==> src/rtl/bus_arbiter_if.sv <==
// Bus-side signal bundle between the bus masters and the round-robin arbiter.
// The master modport is the requester view; the slave modport is the arbiter view.
interface bus_arbiter_if #(
  parameter int width      = 8,
  parameter int indexWidth = 3
);
  logic [width-1:0]      request;
  logic [width-1:0]      grant;
  logic [indexWidth-1:0] grantIndex;
  logic                  busy;
  logic                  preempted;

  modport master (
    output request,
    input  grant,
    input  grantIndex,
    input  busy,
    input  preempted
  );

  modport slave (
    input  request,
    output grant,
    output grantIndex,
    output busy,
    output preempted
  );
endinterface

==> src/rtl/bus_arbiter.sv <==
// Registered round-robin arbiter for the shared system bus: grants are held for a whole
// transaction, priority rotates on every release, and an optional hold limit preempts hogs.
module bus_arbiter #(
  parameter int width      = 8,
  parameter int indexWidth = 3,
  parameter int maxHold    = 0
) (
  input  logic          clk,
  input  logic          reset,
  bus_arbiter_if.slave  bus
);

  typedef enum logic [1:0] {
    IDLE,
    GRANTED,
    GAP
  } state_t;

  localparam bit                    HoldEnabled = (maxHold != 0);
  localparam logic [15:0]           HoldLast    = 16'(maxHold - 1);
  localparam logic [indexWidth-1:0] LastIndex   = indexWidth'(width - 1);

  state_t                r_state, w_nextState;
  logic [width-1:0]      r_grant, w_nextGrant;
  logic [indexWidth-1:0] r_index, w_nextIndex;
  logic [indexWidth-1:0] r_ptr, w_nextPtr;
  logic [15:0]           r_cnt, w_nextCnt;
  logic                  r_busy;
  logic                  r_preempted, w_nextPreempted;

  logic                  w_pickValid;
  logic [indexWidth-1:0] w_pickIndex;
  logic                  w_grantedReq;
  logic                  w_othersPending;
  logic [indexWidth-1:0] w_succIndex;

  // Scan downward so the last hit written is the first requester at or after the pointer.
  always_comb begin
    w_pickValid = 1'b0;
    w_pickIndex = '0;
    for (int k = width - 1; k >= 0; k--) begin
      logic [indexWidth-1:0] cand;
      cand = indexWidth'((int'(r_ptr) + k) % width);
      if (bus.request[cand]) begin
        w_pickValid = 1'b1;
        w_pickIndex = cand;
      end
    end
  end

  assign w_grantedReq    = bus.request[r_index];
  assign w_othersPending = |(bus.request & ~r_grant);
  assign w_succIndex     = (r_index == LastIndex) ? '0 : r_index + 1'b1;

  always_comb begin
    w_nextState     = r_state;
    w_nextGrant     = r_grant;
    w_nextIndex     = r_index;
    w_nextPtr       = r_ptr;
    w_nextCnt       = r_cnt;
    w_nextPreempted = 1'b0;
    case (r_state)
      IDLE: begin
        w_nextGrant = '0;
        w_nextIndex = '0;
        if (w_pickValid) begin
          w_nextGrant[w_pickIndex] = 1'b1;
          w_nextIndex              = w_pickIndex;
          w_nextCnt                = '0;
          w_nextState              = GRANTED;
        end
      end
      GRANTED: begin
        if (!w_grantedReq) begin
          w_nextGrant = '0;
          w_nextIndex = '0;
          w_nextPtr   = w_succIndex;
          w_nextState = GAP;
        end else if (HoldEnabled && (r_cnt == HoldLast) && w_othersPending) begin
          w_nextGrant     = '0;
          w_nextIndex     = '0;
          w_nextPtr       = w_succIndex;
          w_nextPreempted = 1'b1;
          w_nextState     = GAP;
        end else if (r_cnt != 16'hFFFF) begin
          w_nextCnt = r_cnt + 16'd1;
        end
      end
      GAP: begin
        w_nextGrant = '0;
        w_nextIndex = '0;
        w_nextState = IDLE;
      end
      default: begin
        w_nextGrant = '0;
        w_nextIndex = '0;
        w_nextState = IDLE;
      end
    endcase
  end

  always_ff @(posedge clk or posedge reset) begin
    if (reset) begin
      r_state     <= IDLE;
      r_grant     <= '0;
      r_index     <= '0;
      r_ptr       <= '0;
      r_cnt       <= '0;
      r_busy      <= 1'b0;
      r_preempted <= 1'b0;
    end else begin
      r_state     <= w_nextState;
      r_grant     <= w_nextGrant;
      r_index     <= w_nextIndex;
      r_ptr       <= w_nextPtr;
      r_cnt       <= w_nextCnt;
      r_busy      <= |w_nextGrant;
      r_preempted <= w_nextPreempted;
    end
  end

  assign bus.grant      = r_grant;
  assign bus.grantIndex = r_index;
  assign bus.busy       = r_busy;
  assign bus.preempted  = r_preempted;

endmodule

==> src/flat_wrapper.sv <==
// flat-port wrapper written by rule: the top's interface ports become plain ports
module bus_arbiter_flat 
#(
  parameter int width      = 8,
  parameter int indexWidth = 3,
  parameter int maxHold    = 0
)
  (clk, reset, bus_request, bus_grant, bus_grantIndex, bus_busy, bus_preempted);
  bus_arbiter_if #(.width(width), .indexWidth(indexWidth)) bus_i ();
  input  logic clk;
  input  logic reset;
  input wire logic [$bits(bus_i.request)-1:0] bus_request;
  output wire logic [$bits(bus_i.grant)-1:0] bus_grant;
  output wire logic [$bits(bus_i.grantIndex)-1:0] bus_grantIndex;
  output wire logic [$bits(bus_i.busy)-1:0] bus_busy;
  output wire logic [$bits(bus_i.preempted)-1:0] bus_preempted;
  assign bus_i.request = bus_request;
  assign bus_grant = bus_i.grant;
  assign bus_grantIndex = bus_i.grantIndex;
  assign bus_busy = bus_i.busy;
  assign bus_preempted = bus_i.preempted;
  bus_arbiter #(.width(width), .indexWidth(indexWidth), .maxHold(maxHold)) u_core (.clk(clk), .reset(reset), .bus(bus_i));
endmodule
==> config.mk <==
export PLATFORM = sky130hd
export DESIGN_NAME = bus_arbiter_flat
export DESIGN_NICKNAME = d
export VERILOG_FILES = /design/src/rtl/bus_arbiter_if.sv /design/src/rtl/bus_arbiter.sv /design/src/flat_wrapper.sv
export SDC_FILE = /design/constraint.sdc
export NUM_CORES = 1
export LEC_CHECK = 0
export CORE_MARGIN = 1.5
export CORE_UTILIZATION = 53
export CTS_CLUSTER_DIAMETER = 150
export DETAILED_ROUTE_END_ITERATION = 8
export GPL_ROUTABILITY_DRIVEN = 0
export PLACE_DENSITY = 0.77
export SLEW_MARGIN = 25
export SYNTH_ARGS = -nofsm -noshare
export SYNTH_HDL_FRONTEND = slang
export SYNTH_SLANG_ARGS = --single-unit
==> constraint.sdc <==
create_clock -name clk -period 8.8 [get_ports clk]
set_input_delay 1.76 -clock clk [delete_from_list [all_inputs] [get_ports clk]]
set_output_delay 1.76 -clock clk [all_outputs]
set_load 0.01 [all_outputs]
==> insert_results.sql, run 1 <==
INSERT INTO impl_metrics (metric_group, metric, value, unit) VALUES
('power_and_ir_drop', 'peakVddDrop', '0.231', 'mV'),
('sta', 'clock_skew_after_layout', '10.1', 'ps'),
('sta', 'finalSetupTns', '0', 'ps'),
('sta', 'tightest_slew', '815', 'ps'),
('place', 'detailed_place_hpwl', '2980', 'µm'),
('setup_path', 'timing_worst_setup_path_type', 'input port to flop', ''),
('place', 'port_buffers', '21', ''),
('setup_path', 'worstSetupEndpointType', 'flop', ''),
('final_layout', 'n_fill_cell', '277', ''),
('final_layout', 'final_layout_size_suffix_gt1_share', '22.9', '%'),
('grt', 'antenna_found_initial', '0', ''),
('final_layout', 'ff_latch_area', '425', 'µm²'),
('routing', 'overall_via_count_from_detail_route', '1406', ''),
('yosys', 'syn-mean-instance-area', '11.1', 'µm²'),
('clock_tree', 'cts_hold_buf', '0', ''),
('sta', 'maxClockFrequency', '242', 'MHz'),
('clock_tree', 'max-clock-path-buffers', '2', ''),
('final_layout', 'final_cell_count_no_fill', '219', ''),
('floorplanning', 'fp-row-count', '20', ''),
('setup_path', 'timing.critical_path.required', '8990', 'ps'),
('routing', 'number_of_drc_violations_after_detailed_routing_iteration_0', '77', ''),
('floorplanning', 'initial_core_util', '56.4', '%'),
('floorplanning', 'die-area', '3650', 'µm²'),
('yosys', 'post-synth-top-area-cell', 'dfrtp_1', ''),
('yosys', 'ys_types', '52', ''),
('grt', 'overall_overflow_remaining_after_global_route', '0', ''),
('sta', 'finalCritPeriodShare', '46.9', '%'),
('sta', 'final.setup.worst_slack', '4670', 'ps'),
('place', 'pre_cts_ws', '4370', 'ps'),
('clock_tree', 'post-cts-setup-buffers', '0', ''),
('yosys', 'synth_area_leaders', 'dfrtp_1 (24%), mux4_2 (15%), mux2_2 (5.8%), mux2i_1 (5.2%), mux4_1 (4.5%)', ''),
('yosys', 'synth_commonest_cells', 'dfrtp_1 (17), nand2_1 (17), mux4_2 (12)', ''),
('routing', 'detailed_route_wire_length_per_cell', '17.6', 'µm'),
('routing', 'detailroute.wirelength.met3', '176', 'µm'),
('power_and_ir_drop', 'p_per_area', '423', 'nW/µm²'),
('yosys', 'ys_seq_elements', '17', ''),
('routing', 'post-route-drc-count', '0', ''),
('routing', 'top_signal_layer_used', 'met4', ''),
('yosys', 'synth_enable_flop_cells', '0', ''),
('sta', 'finalHoldViolations', '0', ''),
('clock_tree', 'cts-root-buf', 'clkbuf_4', ''),
('grt', 'global_route.usage.total', '24.2', '%'),
('setup_path', 'critical_path.max_stage_delay', '700', 'ps'),
('power_and_ir_drop', 'power_leakage', '0.788', 'nW'),
('clock_tree', 'clk_pin_slew_worst_paths', '100', 'ps'),
('grt', 'grt_pass1_wl', '6660', 'µm'),
('worst_hold_path', 'min_path_type', 'flop to flop', ''),
('yosys', 'synth.top_cell.area_share', '24.3', '%'),
('yosys', 'yosys_most_used_dff', 'dfrtp_1', ''),
('clock_tree', 'cts_tree', 'built', ''),
('floorplanning', 'core', '3100', 'µm²'),
('run_status', 'status', 'complete, no violations', ''),
('place', 'placed_cells_incl_taps', '215', ''),
('final_layout', 'post-route-util', '64.1', '%'),
('setup_path', 'crit_path_start_kind', 'input port', ''),
('yosys', 'share_of_the_yosys_chip_area_belonging_to_registers', '24.3', '%'),
('clock_tree', 'tritoncts_num_sinks', '17', ''),
('clock_tree', 'cts_max_level', '1', ''),
('setup_path', 'critical_path_arrival', '4320', 'ps'),
('sta', 'grt_setup_unrepaired', 'no', ''),
('floorplanning', 'dieHeight', '60.5', 'µm'),
('routing', 'route.detailed.vias_per_inst', '6.42', ''),
('sta', 'slew_violations', '0', ''),
('routing', 'detailedRoute.firstPassIterationCount', '4', ''),
('run', 'drv_cap', '0', ''),
('sta', 'finalCriticalPeriod', '4130', 'ps'),
('sta', 'report.final.setup_viol', '0', ''),
('routing', 'wl_met2', '2040', 'µm'),
('setup_path', 'cp_max_delay_cell', 'mux4_1', ''),
('setup_path', 'crit_chain', 'clkdlybuf4s50_1 > mux4_1 > mux2i_1 > nor2_1 > or4_4 > nand3_2 > nor2_2 > a32o_1', ''),
('clock_tree', 'latest_clock_arrival_within_the_worst_skew_pair', '290', 'ps');
per-stage QoR:
step / hold slack, ps / power, W / cell area, µm²
after global routing: 554 / 0.000916 / 1990
after global placement: 491 / 0.000777 / 1960
after detailed placement: 500 / 0.000796 / 1960
final: 516 / 0.000841 / 1990
after CTS: 523 / 0.000841 / 1990
after floorplan: 536 / 0.000675 / 1750
layout by cell type (no fill, tap or decap), types with 2 or more instances in the layout:
| master | synthesis | final |
|---|---|---|
| a21o_1 | 2 | 2 |
| a221oi_2 | 2 | 2 |
| a22oi_1 | 2 | 2 |
| a32o_1 | 4 | 4 |
| and2_1 | 2 | 2 |
| clkbuf_4 | 0 | 3 |
| clkdlybuf4s50_1 | 0 | 21 |
| dfrtp_1 | 17 | 17 |
| ha_1 | 4 | 4 |
| inv_1 | 7 | 7 |
| mux2_1 | 2 | 2 |
| mux2_2 | 9 | 9 |
| mux2i_1 | 9 | 9 |
| mux4_1 | 3 | 3 |
| mux4_2 | 12 | 12 |
| nand2_1 | 17 | 17 |
| nand4_1 | 2 | 2 |
| nor2_1 | 5 | 5 |
| nor3b_1 | 3 | 3 |
| nor4_1 | 4 | 4 |
| o21ai_0 | 10 | 10 |
| o31ai_1 | 4 | 4 |
| xnor2_1 | 2 | 2 |
power breakdown:
group	total, W	internal [W]	switching (W)
registers	0.000158	0.000105	0.0000529
logic	0.000642	0.000304	0.000338
clock network	0.0000411	0.0000169	0.0000242
total	0.000841	0.000426	0.000415
critical path: cells and delay by family:
kind	cells	cell delay (ps)
multiplexers	2	1080
AO/OA/AOI/OAI	1	270
buffers and inverters	1	530
AND/OR/NAND/NOR	4	670
path summary, 6_finish.rpt:
check | slack [ps] | depth (start not counted) | startpoint | end
min in group asynchronous | 1840 | 2 | reset | u_core.bus.grant[3]
worst min-delay path | 520 | 2 | u_core.bus.grant[4] | u_core.bus.grant[4]
max in group asynchronous | 6550 | 2 | reset | u_core.r_ptr[0]
worst max-delay path | 4670 | 8 | bus_request[4] | u_core.bus.grant[5]
worst max register to register | 5000 | 9 | u_core.r_ptr[0] | u_core.bus.grant[5]
worst min register to register | 520 | 2 | u_core.bus.grant[4] | u_core.bus.grant[4]
area by class of cell:
cell class / count / area share (%)
Clock buffer: 3 / 1.13
Clock inverter: 1 / 0.252
Inverter: 7 / 1.32
Multi-Input combinational cell: 125 / 62.2
Sequential cell: 17 / 21.4
Tap cell: 44 / 2.77
Timing Repair Buffer: 22 / 10.9
cells by family (layout without fill, tap and decap cells):
logic type | after synthesis | in the layout | share of synthesized area [%]
buffers and inverters | 15 | 33 | 4.94
AND/OR/NAND/NOR | 47 | 47 | 15.9
adder cells (fa/ha/maj) | 4 | 4 | 2.86
XOR/XNOR | 3 | 3 | 1.93
AO/OA/AOI/OAI | 34 | 34 | 16.4
multiplexers | 36 | 36 | 33.5
other | 1 | 1 | 0.214
flip-flops | 17 | 17 | 24.3
metal layers:
metal	up-vias	track usage, %
met5	-	0
met2	45	41.9
met4	0	3.73
met3	2	4.69
li1	664	-
met1	695	32.4
sequential cells by signal, indices dropped and copies added, names as in the netlist:
register / flops
u_core.bus.grant: 8
u_core.bus.grantIndex: 3
u_core.r_ptr: 3
u_core.r_state: 2
u_core.bus.busy: 1
Note: power is estimated with default switching activity, not from simulation.
==> run 2: changes to the inputs <==
==> constraint.sdc (replaced) <==
create_clock -name clk -period 4.2 [get_ports clk]
set_input_delay 0.84 -clock clk [delete_from_list [all_inputs] [get_ports clk]]
set_output_delay 0.84 -clock clk [all_outputs]
set_load 0.01 [all_outputs]
==> insert_results.sql, run 2 (synthesized netlist as in run 1, its figures left out) <==
INSERT INTO impl_metrics (metric_group, metric, value, unit) VALUES
('run_status', 'status', 'complete, no violations', ''),
('setup_path', 'critical_path.max_stage_delay', '740', 'ps'),
('setup_path', 'worstPathBufferInverterCount', '1', ''),
('final_layout', 'most-common-layout-cells', 'clkdlybuf4s50_1 (21), nand2_1 (17), dfrtp_1 (17)', ''),
('grt', 'largest_net_degree_at_the_start_of_global_routing', '22', ''),
('grt', 'antenna_found_initial', '0', ''),
('sta', 'clock_skew_after_layout', '3.87', 'ps'),
('power_and_ir_drop', 'internal_power', '0.000900', 'W'),
('setup_path', 'endpoint', 'u_core.bus.grant[6]', ''),
('sta', 'finalCritPeriodShare', '87.4', '%'),
('setup_path', 'crit_chain', 'inv_1 > ha_1 > mux2_2 > mux4_2 > a2111oi_2 > a221oi_2 > o21ai_2 > nand2_1 > o31ai_1', ''),
('sta', 'report.final.setup_viol', '0', ''),
('setup_path', 'worst_setup_path_startpoint', 'u_core.r_ptr[1]', ''),
('final_layout', 'mostFrequentLayoutCell', 'clkdlybuf4s50_1', ''),
('place', 'placed_cells_incl_taps', '216', ''),
('run', 'drv_cap', '0', ''),
('sta', 'finalHoldViolations', '0', ''),
('grt', 'overall_overflow_remaining_after_global_route', '0', ''),
('setup_path', 'timing.critical_path.required', '4400', 'ps'),
('routing', 'number_of_drc_violations_after_detailed_routing_iteration_0', '70', ''),
('setup_path', 'worstSetupPathDepth', '9', ''),
('sta', 'finalSetupTns', '0', 'ps'),
('floorplanning', 'die_x', '60.5', 'µm'),
('routing', 'detailedRoute.firstPassIterationCount', '4', ''),
('clock_tree', 'latest_clock_arrival_within_the_worst_skew_pair', '300', 'ps'),
('sta', 'finalCriticalPeriod', '3670', 'ps'),
('final_layout', 'final_cell_count_no_fill', '220', ''),
('clock_tree', 'max-clock-path-buffers', '2', ''),
('power_and_ir_drop', 'peakVddDrop', '0.499', 'mV'),
('sta', 'grt_setup_unrepaired', 'no', ''),
('clock_tree', 'tritoncts_num_sinks', '17', ''),
('clock_tree', 'cts_tree', 'built', ''),
('sta', 'slew_violations', '0', ''),
('clock_tree', 'cts_made_buffers', '3', ''),
('floorplanning', 'fp-row-count', '20', ''),
('setup_path', 'top_fanout_value_on_the_critical_path', '14', ''),
('clock_tree', 'cts_repair_resize_count', '0', ''),
('power_and_ir_drop', 'p_per_area', '886', 'nW/µm²'),
('power_and_ir_drop', 'comb_power_share', '77.4', '%'),
('clock_tree', 'clk_pin_slew_worst_paths', '100', 'ps'),
('final_layout', 'n_fill_cell', '284', ''),
('setup_path', 'crit_path_start_kind', 'flop', ''),
('routing', 'final_antenna_net_count', '0', ''),
('place', 'detailed_place_hpwl', '3080', 'µm'),
('final_layout', 'fin_nets', '191', ''),
('final_layout', 'n_antenna_cell', '0', ''),
('setup_path', 'r2r.worst_path.cells', '9', ''),
('grt', 'grt_pass1_wl', '6840', 'µm'),
('clock_tree', 'cts-root-buf', 'clkbuf_4', ''),
('final_layout', 'syn2layout_area_growth', '14.2', '%'),
('clock_tree', 'cts_hold_buf', '0', ''),
('final_layout', 'max_ffs_per_register', '8', ''),
('clock_tree', 'post-cts-setup-buffers', '0', ''),
('power_and_ir_drop', 'power_leakage', '0.793', 'nW'),
('setup_path', 'cp_max_delay_cell', 'dfrtp_1', ''),
('floorplanning', 'pin_count', '23', ''),
('power_and_ir_drop', 'seqPwrFrac', '17.5', '%'),
('setup_path', 'cpLargestDelayFamily', 'multiplexers', ''),
('setup_path', 'worstSetupEndpointType', 'flop', ''),
('place', 'port_buffers', '21', ''),
('setup_path', 'reg2reg_slack', '530', 'ps'),
('routing', 'post-route-drc-count', '0', ''),
('clock_tree', 'cts_max_level', '1', ''),
('floorplanning', 'dieHeight', '60.5', 'µm'),
('routing', 'drt-total-wl', '3990', 'µm'),
('power_and_ir_drop', 'netSwitchingFraction', '49.1', '%'),
('setup_path', 'critical_path_arrival', '3870', 'ps'),
('power_and_ir_drop', 'power_frac_clock', '5.1', '%'),
('floorplanning', 'initial_core_util', '56.4', '%'),
('grt', 'vias_in_the_first_global_route', '1404', ''),
('setup_path', 'timing_worst_setup_path_type', 'flop to flop', ''),
('setup_path', 'critical_path.reg2reg.startpoint', 'u_core.r_ptr[1]', ''),
('setup_path', 'reg2reg_to', 'u_core.bus.grant[6]', ''),
('sta', 'tightest_slew', '807', 'ps'),
('sta', 'maxClockFrequency', '272', 'MHz'),
('routing', 'route.detailed.vias_per_inst', '6.59', ''),
('grt', 'global_route.usage.total', '24.9', '%'),
('routing', 'detailed_route_wire_length_per_cell', '18.1', 'µm'),
('routing', 'overall_via_count_from_detail_route', '1450', ''),
('sta', 'slew_headroom', '46.2', '%'),
('worst_hold_path', 'min_path_type', 'flop to flop', ''),
('final_layout', 'final_layout_size_suffix_gt1_share', '23.3', '%'),
('floorplanning', 'core', '3100', 'µm²'),
('floorplanning', 'die-area', '3650', 'µm²'),
('power_and_ir_drop', 'total_switching_power', '0.000869', 'W');
==> run 2: cell type report <==
cell class / count / area (µm²) / area share (%)
clock buffer: 3 / 22.5 / 1.13
clock inverter: 1 / 5.00 / 0.251
inverter: 7 / 26.3 / 1.32
multi-input combinational: 125 / 1240 / 62.0
sequential: 17 / 425 / 21.3
tap: 44 / 55.1 / 2.76
timing repair buffer: 23 / 225 / 11.3
==> run 2: worst min path at each step <==
stage                         from                   to  slack (ps)  depth (start not counted)
6_report       u_core.bus.grant[0]  u_core.bus.grant[0]         530                          2
5_1_grt        u_core.bus.grant[0]  u_core.bus.grant[0]         560                          2
4_1_cts        u_core.bus.grant[0]  u_core.bus.grant[0]         530                          2
3_5_place_dp   u_core.bus.grant[0]  u_core.bus.grant[0]         500                          2
3_3_place_gp   u_core.bus.grant[4]  u_core.bus.grant[4]         490                          2
2_1_floorplan  u_core.bus.grant[0]  u_core.bus.grant[0]         540                          2
==> run 2: routing by layer <==
metal / track usage, % / share of wire (%) / wire [µm] / vias to the layer above
met5: 0 / 0 / 0 / -
met4: 4.97 / 0.93 / 37 / 0
met3: 3.84 / 4.4 / 174 / 4
met2: 42.7 / 52 / 2060 / 56
met1: 33.8 / 43 / 1720 / 722
li1: - / - / - / 668
==> run 2: power by group through the flow <==
stage	sequential, W	clock (W)	combinational, W
final	0.000309	0.0000908	0.00137
after global routing	0.000319	0.0000979	0.00150
after CTS	0.000309	0.0000924	0.00137
after detailed placement	0.000312	0	0.00136
after global placement	0.000307	0	0.00133
after floorplan	0.000286	0	0.00113
==> run 2: metrics by stage <==
stage / util, % / worst slack, ps / total power, W / cell area [µm²] / hold WS (ps)
6_report: 64.4 / 529 / 0.00177 / 2000 / 528
5_1_grt: 64.4 / 278 / 0.00191 / 2000 / 561
4_1_cts: 64.4 / 540 / 0.00177 / 2000 / 526
3_5_place_dp: 63.5 / 547 / 0.00167 / 1970 / 502
3_3_place_gp: 63.5 / 649 / 0.00163 / 1970 / 494
2_1_floorplan: - / 1090 / 0.00142 / 1750 / 536
==> run 2: tightest hold or removal path: cells and delay by family, from the launching register on <==
kind               cells  cell delay, ps
and+or+nand+nor        1              60
AOI/OAI and AO/OA      1              60
DFF                    1             390
